[src/rtl/serial_alu_pkg.sv]
// Shared definitions for the bit-serial add/subtract engine:
// FSM state encoding and the bit-counter width helper.
package serial_alu_pkg;

  typedef enum logic [1:0] {
    IDLE = 2'd0,
    RUN  = 2'd1,
    DONE = 2'd2
  } state_t;

  // Counter must index bits 0..w-1; a 1-bit operand still needs a 1-bit counter.
  function automatic int cnt_width(input int w);
    return (w > 1) ? $clog2(w) : 1;
  endfunction

endpackage

[src/rtl/full_adder.sv]
// Combinational 1-bit full adder cell, time-shared by the serial engine.
module full_adder (
  input  logic a,
  input  logic b,
  input  logic cin,
  output logic s,
  output logic cout
);

  assign s    = a ^ b ^ cin;
  assign cout = (a & b) | (cin & (a ^ b));

endmodule

[src/rtl/serial_adder_ctrl.sv]
// Bit-serial WIDTH-bit add/subtract engine: one full_adder cell, one bit per
// clock LSB first, valid/ready request and result channels.
module serial_adder_ctrl
  import serial_alu_pkg::*;
#(
  parameter int WIDTH = 8
) (
  input  logic             clk,
  input  logic             rst_n,
  input  logic             start_valid,
  output logic             start_ready,
  input  logic [WIDTH-1:0] op_a,
  input  logic [WIDTH-1:0] op_b,
  input  logic             sub,
  output logic             res_valid,
  input  logic             res_ready,
  output logic [WIDTH-1:0] res,
  output logic             cout,
  output logic             ovf
);

  localparam int               CNT_W    = cnt_width(WIDTH);
  localparam logic [CNT_W-1:0] LAST_BIT = CNT_W'(WIDTH - 1);

  state_t             state_q;
  logic [WIDTH-1:0]   a_sh_q;
  logic [WIDTH-1:0]   b_sh_q;
  logic [WIDTH-1:0]   res_q;
  logic [CNT_W-1:0]   cnt_q;
  logic               carry_q;
  logic               cout_q;
  logic               ovf_q;

  logic               fa_s;
  logic               fa_cout;
  logic [WIDTH:0]     res_shift_d;

  full_adder u_fa (
    .a    (a_sh_q[0]),
    .b    (b_sh_q[0]),
    .cin  (carry_q),
    .s    (fa_s),
    .cout (fa_cout)
  );

  // Sum bit enters at the MSB; after WIDTH shifts the result is aligned.
  // Concatenate-and-slice keeps this legal for WIDTH=1.
  assign res_shift_d = {fa_s, res_q};

  // NOTE: all state updates use non-blocking assignments so every register
  // samples the pre-edge value of its neighbours (carry_q feeds ovf_q below).
  always_ff @(posedge clk) begin
    if (!rst_n) begin
      state_q <= IDLE;
      a_sh_q  <= '0;
      b_sh_q  <= '0;
      res_q   <= '0;
      cnt_q   <= '0;
      carry_q <= 1'b0;
      cout_q  <= 1'b0;
      ovf_q   <= 1'b0;
    end else begin
      unique case (state_q)
        IDLE: begin
          if (start_valid) begin
            a_sh_q  <= op_a;
            b_sh_q  <= op_b ^ {WIDTH{sub}};
            carry_q <= sub;
            cnt_q   <= '0;
            state_q <= RUN;
          end
        end
        RUN: begin
          a_sh_q  <= a_sh_q >> 1;
          b_sh_q  <= b_sh_q >> 1;
          res_q   <= res_shift_d[WIDTH:1];
          carry_q <= fa_cout;
          if (cnt_q == LAST_BIT) begin
            // carry_q here is the carry into the MSB.
            cout_q  <= fa_cout;
            ovf_q   <= carry_q ^ fa_cout;
            state_q <= DONE;
          end else begin
            cnt_q <= cnt_q + 1'b1;
          end
        end
        DONE: begin
          if (res_ready) state_q <= IDLE;
        end
        default: state_q <= IDLE;
      endcase
    end
  end

  assign start_ready = (state_q == IDLE);
  assign res_valid   = (state_q == DONE);
  assign res         = res_q;
  assign cout        = cout_q;
  assign ovf         = ovf_q;

endmodule

[config.mk]
export PLATFORM = sky130hd
export DESIGN_NAME = serial_adder_ctrl
export DESIGN_NICKNAME = d
export VERILOG_FILES = /design/src/rtl/serial_alu_pkg.sv /design/src/rtl/full_adder.sv /design/src/rtl/serial_adder_ctrl.sv
export SDC_FILE = /design/constraint.sdc
export NUM_CORES = 1
export LEC_CHECK = 0
export ABC_AREA = 1
export BUFFER_PORTS_ARGS = -buffer_cell sky130_fd_sc_hd__buf_2
export CORE_UTILIZATION = 48
export CTS_CLUSTER_DIAMETER = 80
export DETAILED_ROUTE_END_ITERATION = 7
export GPL_TIMING_DRIVEN = 0
export PLACE_DENSITY = 0.79
export SYNTH_ARGS = -nofsm -noshare
export SYNTH_HDL_FRONTEND = slang
export SYNTH_HIERARCHICAL = 1
export SYNTH_SLANG_ARGS = --single-unit
[constraint.sdc]
create_clock -name clk -period 1.1 [get_ports clk]
set_clock_uncertainty 0.05 [all_clocks]
set_input_delay 0.055 -clock clk [delete_from_list [all_inputs] [get_ports clk]]
set_output_delay 0.055 -clock clk [all_outputs]
set_load 0.02 [all_outputs]
==> results of run 1 <==
==> where the power goes <==
part | switching (mW) | internal, mW
Clock | 0.407 | 0.235
Sequential | 0.0744 | 1.24
Combinational | 0.411 | 0.334
Total | 0.892 | 1.81
==> layer usage <==
metal  vias to the layer above  wire, um  global-route usage
li1                        852         -                   -
met5                         -         0                   0
met3                        12       228             0.07642
met2                        49      2255              0.4545
met1                       769      1917              0.2456
met4                         0       114              0.1156
==> state kept, by name (all words and copies together), names as in the netlist <==
signal   count
a_sh_q       8
b_sh_q       8
res          8
cnt_q        3
state_q      2
carry_q      1
cout         1
ovf          1
==> synth_stat cells, types with 2 or more instances <==
cell / n / area, um2
sky130_fd_sc_hd__xor2_1: 2 / 17.52
sky130_fd_sc_hd__buf_2: 2 / 10.01
sky130_fd_sc_hd__o21ai_1: 2 / 10.01
sky130_fd_sc_hd__nand3_1: 9 / 45.04
sky130_fd_sc_hd__o21ai_0: 15 / 75.07
sky130_fd_sc_hd__ha_1: 2 / 25.02
sky130_fd_sc_hd__nand2_1: 87 / 326.6
sky130_fd_sc_hd__buf_6: 4 / 45.04
sky130_fd_sc_hd__nor2_1: 42 / 157.7
sky130_fd_sc_hd__inv_1: 30 / 112.6
sky130_fd_sc_hd__a21oi_1: 6 / 30.03
sky130_fd_sc_hd__dfxtp_1: 32 / 640.6
==> layout make-up <==
type | instances | area share
flip-flops and latches | 32 | 0.2740
repair buffers | 53 | 0.1664
clock buffers | 6 | 0.01732
clock inverters | 1 | 0.002100
multi-input cells | 171 | 0.4294
inverters | 31 | 0.05407
well taps | 44 | 0.02310
plain buffers | 8 | 0.03360
==> what timing repair did <==
action	in CTS	in global routing
setup endpoints to repair	34	34
gates resized for setup	42	65
setup buffers	4	3
pin swaps	12	29
hold buffers	11	0
cloned	2	3
endpoints found under the hold margin	15	0
==> stage by stage <==
| stage | std cells | setup WS (ns) |
|---|---|---|
| floorplan | 241 | -0.02936 |
| global placement | 316 | -0.1402 |
| detailed placement | 316 | -0.1496 |
| CTS | 340 | -0.09250 |
| global route | 346 | -0.2272 |
| finish | 346 | -0.2012 |
==> kinds of logic after synthesis <==
group           after synthesis
compound gates               24
fa+ha+maj                     3
flops                        32
simple gates                141
xor+xnor                      2
buf+inv                      39
==> how the worst max path moves through the flow <==
stage / startpoint / to / slack (ns) / cells after the start
2_1_floorplan: b_sh_q[0]$_SDFFE_PN0P_ / ovf$_SDFFE_PN0P_ / -0.03 / 4
3_3_place_gp: state_q[0]$_SDFFE_PN0P_ / b_sh_q[5]$_SDFFE_PN0P_ / -0.14 / 7
3_5_place_dp: state_q[0]$_SDFFE_PN0P_ / b_sh_q[5]$_SDFFE_PN0P_ / -0.15 / 7
4_1_cts: b_sh_q[0]$_SDFFE_PN0P_ / ovf$_SDFFE_PN0P_ / -0.09 / 4
5_1_grt: b_sh_q[0]$_SDFFE_PN0P_ / carry_q$_SDFFE_PN0P_ / -0.23 / 5
6_report: b_sh_q[0]$_SDFFE_PN0P_ / carry_q$_SDFFE_PN0P_ / -0.20 / 5
==> critical path: cells and delay by family, from the launching register on <==
family	cells	cell delay [ns]
compound gates	1	0.09
fa+ha+maj	1	0.43
flops	1	0.35
simple gates	3	0.29
==> results.md, run 1 <==
| Quantity | Reported |
|:---|:---|
| Status | complete, but fails checks |
| Failing checks | setup timing |
| Depth of the worst hold-timing path | 4 |
| Sequential fraction of the synthesis area | 0.4099 |
| Final Max Tran Viols | 0 |
| Count of different cell masters after synthesis | 20 |
| Most frequent cells in the layout | sky130_fd_sc_hd__nand2_1, sky130_fd_sc_hd__nor2_1, sky130_fd_sc_hd__buf_2, sky130_fd_sc_hd__inv_1, sky130_fd_sc_hd__dfxtp_1 |
| Primary FF master, synth | sky130_fd_sc_hd__dfxtp_1 |
| End of the worst register-to-register path | carry_q$_SDFFE_PN0P_ |
| Clock sink total | 32 |
| Final layout net count | 326 |
| Hold/Removal Path Class | input port to flip-flop |
| Antenna diode count | 0 |
| Count of mapped cells out of synthesis | 241 |
| Chain of cells forming the critical path | fa_2 -> nand2_1 -> o21ai_1 -> nor2_1 -> nor2_1 |
| End-of-flow core utilization | 0.7744 |
| Share of the cycle needed by the critical path after routing | 1.183 |
| Finished Cell Area | 2384 um2 |
| Detailed Routing Iterations Pass 1 | 4 |
| Minimum hold slack | 0.06226 ns |
| Most common library cell in the layout ignoring fill and taps | sky130_fd_sc_hd__nand2_1 |
| Number of design-rule violations left by the first detailed-router iteration | 109 |
| HPWL after DPL | 2255 um |
| Area enclosed by the die boundary | 3488 um2 |
| Start of the worst register-to-register path | b_sh_q[0]$_SDFFE_PN0P_ |
| Layout-stage area growth over the synthesis result | 52.52% |
| Combinational family with the most area after synthesis | simple AND/OR/NAND/NOR gates |
| Slack of the critical path | -0.2012 ns |
| Nets in the synthesized netlist | 265 |
| Worst max-slew margin expressed relative to the limit | 0.6874 |
| Worst IR drop on VDD | 0.0006604 V |
| RePlAce Congestion | 0.7542 |
| Global-route wire length before repair | 6375 um |
| Initial core utilization | 0.5077 |
| FFs w/ async S/R, synth | 0 |
| Transition at the pin with the smallest max-transition slack | 0.4689 ns |
| Critical path class | flip-flop to flip-flop |
| Slack of the worst reg-to-reg path | -0.20 ns |
| Reg2reg path depth | 5 |
| Worst path slowest cell | sky130_fd_sc_hd__fa_2 |
| Final setup violation count | 32 |
| Vias in the first global route | 1635 |
| Arrival time of data at the critical path endpoint | 1.50 ns |
| CTS tree | done |
| Worst-path clk slew | 0.10 ns |
| Number of antenna violations at the first check in global routing | 0 |
| Count of endpoints failing hold in the final timing report | 0 |
| Worst path required time | 1.30 ns |
| Post-route minimum period | 1.301 ns |
| Static Leak | 1.245 nW |
| Fraction of the mapped netlist area in adder cells | 0.02882 |
| Setup TNS Final | -1.900 ns |
| Post-detailed-routing wire length | 4517 um |
| Startpoint of the worst hold path | start_valid |
| Flip-flop and latch count after synthesis | 32 |
| Ratio of routed vias to standard cells | 4.861 |
| RSZ-0062 raised after global routing | true |
| Maximum fanout along the worst path | 3 |
| Port Buffers | 31 |
| Fraction of final layout cells sized beyond drive strength 1 | 0.4073 |
| Filler Cell Count | 211 |
| Root buffer cell | sky130_fd_sc_hd__clkbuf_4 |
| Maximum buffer depth of the clock tree | 2 |
| Critical Path Sink Type | flip-flop |
| Share of the synthesized area in compound gates (AO/OA/AOI/OAI) | 0.07926 |
| Die Span Y | 59.06 um |
| Mean instance size in the synthesized netlist | 6.484 um2 |
| Post-Synth XOR/XNOR Area | 0.01121 |
| Mean routed wirelength per cell | 13.05 um |
| Total chip power | 2.705 mW |
| Clock latency reported for the late side of the worst-skew pair | 0.34 ns |
| Standard-cell rows | 20 |
| Horiz. Die Dim | 59.06 um |
| Synth warnings | 6 |
| Combined area of all synthesized cells | 1563 um2 |
| Footprint of the flip-flops and latches | 653.1 um2 |
| Share of synthesized cell area in and, or, nand and nor gates | 0.3539 |
| Sum of overflow across all layers after global routing | 0 |
| Area of the placeable core | 3078 um2 |
| Max incr delay on CP | 0.43 ns |
| Cell repeated most along the worst path | sky130_fd_sc_hd__nor2_1 |
| Number of primary I/O pins | 33 |
| Highest achievable clock rate | 768.5 MHz |
| Area of combinational cells with multiple inputs | 1023 um2 |
| Proportion of synthesized area in mux cells | 0 |
| Detailed-route DRC error count | 0 |
| Placed cell areas | 1807 um2 |
| Kind of launch point of the worst setup path | flip-flop |
| EDFF count, synth | 0 |
| Htree depth | 2 |
| Number of nets with antenna violations after routing | 0 |
| Number of buffers created by CTS | 5 |
| End point of the most critical hold path | cnt_q[2]$_SDFFE_PN0P_ |
| MaxCap Viol Count | 0 |
| Pin count of the biggest net entering global routing | 11 |
| Global routing usage summed across all routing layers | 0.2445 |
| Vias post-DR | 1682 |
| Power per Cell Area | 1135 nW/um2 |
Note: power is estimated with default switching activity, not from simulation.
==> inputs of run 2 (changes only) <==
- CORE_MARGIN: not set -> 2
- CORE_UTILIZATION: 48 -> 50
- clock period: 1.1 -> 1.3 ns (I/O delays scaled with it)
==> results.md, run 2 (synthesis gave the netlist of run 1 again) <==
| Quantity | Reported | Change |
|:---|:---|:---|
| End-of-flow core utilization | 0.6504 | was 0.7744 |
| Worst max-slew margin expressed relative to the limit | 0.7289 | was 0.6874 |
| Horiz. Die Dim | 59.91 um | was 59.06 um |
| Slack of the worst reg-to-reg path | 0.06 ns | was -0.20 ns |
| Number of antenna violations at the first check in global routing | 0 | unchanged |
| Sum of overflow across all layers after global routing | 0 | unchanged |
| Antenna diode count | 0 | unchanged |
| Clock sink total | 32 | unchanged |
| Critical Path Sink Type | flip-flop | unchanged |
| Transition at the pin with the smallest max-transition slack | 0.4067 ns | was 0.4689 ns |
| Status | finished clean | was complete, but fails checks |
| Highest achievable clock rate | 805.1 MHz | was 768.5 MHz |
| RePlAce Congestion | 0.7753 | was 0.7542 |
| Static Leak | 1.042 nW | was 1.245 nW |
| Critical path class | flip-flop to flip-flop | unchanged |
| Initial core utilization | 0.5204 | was 0.5077 |
| Port Buffers | 31 | unchanged |
| Arrival time of data at the critical path endpoint | 1.43 ns | was 1.50 ns |
| Worst-path clk slew | 0.10 ns | about the same |
| Pin count of the biggest net entering global routing | 11 | unchanged |
| Number of design-rule violations left by the first detailed-router iteration | 102 | was 109 |
| Post-route minimum period | 1.242 ns | was 1.301 ns |
| Kind of launch point of the worst setup path | flip-flop | unchanged |
| Worst IR drop on VDD | 0.0006748 V | was 0.0006604 V |
| Number of nets with antenna violations after routing | 0 | unchanged |
| HPWL after DPL | 2125 um | was 2255 um |
| End point of the most critical hold path | a_sh_q[6]$_SDFFE_PN0P_ | was cnt_q[2]$_SDFFE_PN0P_ |
| Start of the worst register-to-register path | b_sh_q[0]$_SDFFE_PN0P_ | unchanged |
| Number of buffers created by CTS | 5 | unchanged |
| Final layout net count | 310 | was 326 |
| Maximum fanout along the worst path | 3 | unchanged |
| Worst path required time | 1.49 ns | was 1.30 ns |
| Area of the placeable core | 3003 um2 | was 3078 um2 |
| Ratio of routed vias to standard cells | 4.672 | was 4.861 |
| RSZ-0062 raised after global routing | true | unchanged |
| Vias post-DR | 1495 | was 1682 |
| Depth of the worst hold-timing path | 5 | was 4 |
| Reg2reg path depth | 4 | was 5 |
| Post-detailed-routing wire length | 3133 um | was 4517 um |
| Most frequent cells in the layout | sky130_fd_sc_hd__nand2_1, sky130_fd_sc_hd__nor2_1, sky130_fd_sc_hd__buf_2, sky130_fd_sc_hd__inv_1, sky130_fd_sc_hd__dfxtp_1 | unchanged |
| Setup TNS Final | 0 ns | was -1.900 ns |
| Slack of the critical path | 0.05799 ns | was -0.2012 ns |
| Htree depth | 2 | unchanged |
| Global-route wire length before repair | 5423 um | was 6375 um |
| Maximum buffer depth of the clock tree | 2 | unchanged |
| Fraction of final layout cells sized beyond drive strength 1 | 0.2230 | was 0.4073 |
| Global routing usage summed across all routing layers | 0.2050 | was 0.2445 |
| Post-route insts no fill | 320 | was 346 |
| Mean routed wirelength per cell | 9.791 um | was 13.05 um |
| Share of the cycle needed by the critical path after routing | 0.9554 | was 1.183 |
| Root buffer cell | sky130_fd_sc_hd__clkbuf_4 | unchanged |
| Final Max Tran Viols | 0 | unchanged |
| Clock latency reported for the late side of the worst-skew pair | 0.34 ns | about the same |
| Vias in the first global route | 1306 | was 1635 |
| Most common library cell in the layout ignoring fill and taps | sky130_fd_sc_hd__nand2_1 | unchanged |
| CTS tree | done | unchanged |
| Die Span Y | 59.91 um | was 59.06 um |
| Number of primary I/O pins | 33 | unchanged |
| Area enclosed by the die boundary | 3589 um2 | was 3488 um2 |
| Detailed Routing Iterations Pass 1 | 4 | unchanged |
| Standard-cell rows | 20 | unchanged |
| Power per Cell Area | 1219 nW/um2 | was 1135 nW/um2 |
| Final setup violation count | 0 | was 32 |
| Hold/Removal Path Class | input port to flip-flop | unchanged |
| Count of endpoints failing hold in the final timing report | 0 | unchanged |
| Startpoint of the worst hold path | op_a[6] | was start_valid |
| End of the worst register-to-register path | ovf$_SDFFE_PN0P_ | was carry_q$_SDFFE_PN0P_ |
| MaxCap Viol Count | 0 | unchanged |
| Number of instances in the placed design | 305 | was 316 |
| Detailed-route DRC error count | 0 | unchanged |
| Layout-stage area growth over the synthesis result | 24.98% | was 52.52% |
| Worst slack, placed | -0.01856 ns | was -0.1496 ns |
run 2: cell types whose count changed in the layout (fill, tap and decap cells not counted), sizes merged:
cell | previous run | this run
buf | 49 | 40
dlygate4sd3 | 11 | 5
clkinv | 1 | 0
clkbuf | 7 | 8
bufinv | 0 | 1
nor2 | 45 | 44
run 2: worst max-delay path, cell delays in order, from the launching register on:
cell,delay (ns)
sky130_fd_sc_hd__dfxtp_2,0.35
sky130_fd_sc_hd__fa_2,0.42
sky130_fd_sc_hd__xor2_1,0.17
sky130_fd_sc_hd__nor2_1,0.10
sky130_fd_sc_hd__nor2_1,0.05
run 2: metal layers:
| layer | GRT usage | share of wire |
|---|---|---|
| met1 | 0.2533 | 0.48 |
| met2 | 0.3152 | 0.46 |
| met3 | 0.07359 | 0.045 |
| met4 | 0.09841 | 0.019 |
| met5 | 0 | 0 |
run 2: report_power, final:
group / switching (mW) / total [mW] / leakage [nW] / internal, mW
registers: 0.0408 / 1.09 / 0.265 / 1.05
clock network: 0.347 / 0.858 / 0.0515 / 0.510
logic: 0.253 / 0.428 / 0.726 / 0.175
run 2: timing repair:
item                       in CTS  in global routing
buffers inserted                0                  2
resized for setup               5                 12
hold buffers                    5                  0
pin swaps                       0                  4
hold endpoints to repair        9                  0
setup endpoints to repair       3                 16
run 2: how the worst max path moves through the flow:
stage | end | start | depth (start not counted)
floorplan | ovf$_SDFFE_PN0P_ | a_sh_q[0]$_SDFFE_PN0P_ | 4
global placement | cnt_q[0]$_SDFFE_PN0P_ | cnt_q[0]$_SDFFE_PN0P_ | 6
detailed placement | cnt_q[0]$_SDFFE_PN0P_ | cnt_q[0]$_SDFFE_PN0P_ | 6
CTS | cnt_q[0]$_SDFFE_PN0P_ | cnt_q[0]$_SDFFE_PN0P_ | 6
global route | ovf$_SDFFE_PN0P_ | cnt_q[0]$_SDFFE_PN0P_ | 7
finish | ovf$_SDFFE_PN0P_ | b_sh_q[0]$_SDFFE_PN0P_ | 4
run 2: per-stage QoR:
stage                     hold WS, ns  power, mW  cell area [um2]
after floorplan                0.1507      1.400             1563
after global routing          0.02292      2.517             1953
after detailed placement       0.2852      1.513             1759
after global placement         0.2707      1.507             1759
final                       0.0005329      2.380             1953
after CTS                    0.001103      2.377             1918
run 2: area by class of cell:
type                       count  area [um2]
sequential                    32       646.9
clock buffer                   7       65.06
clock inverter                 1       30.03
inverter                      31       116.4
multi-input combinational    170       764.5
tap                           33       41.29
fill                         289        1050
buffer                         8       66.31
timing repair buffer          38       222.7
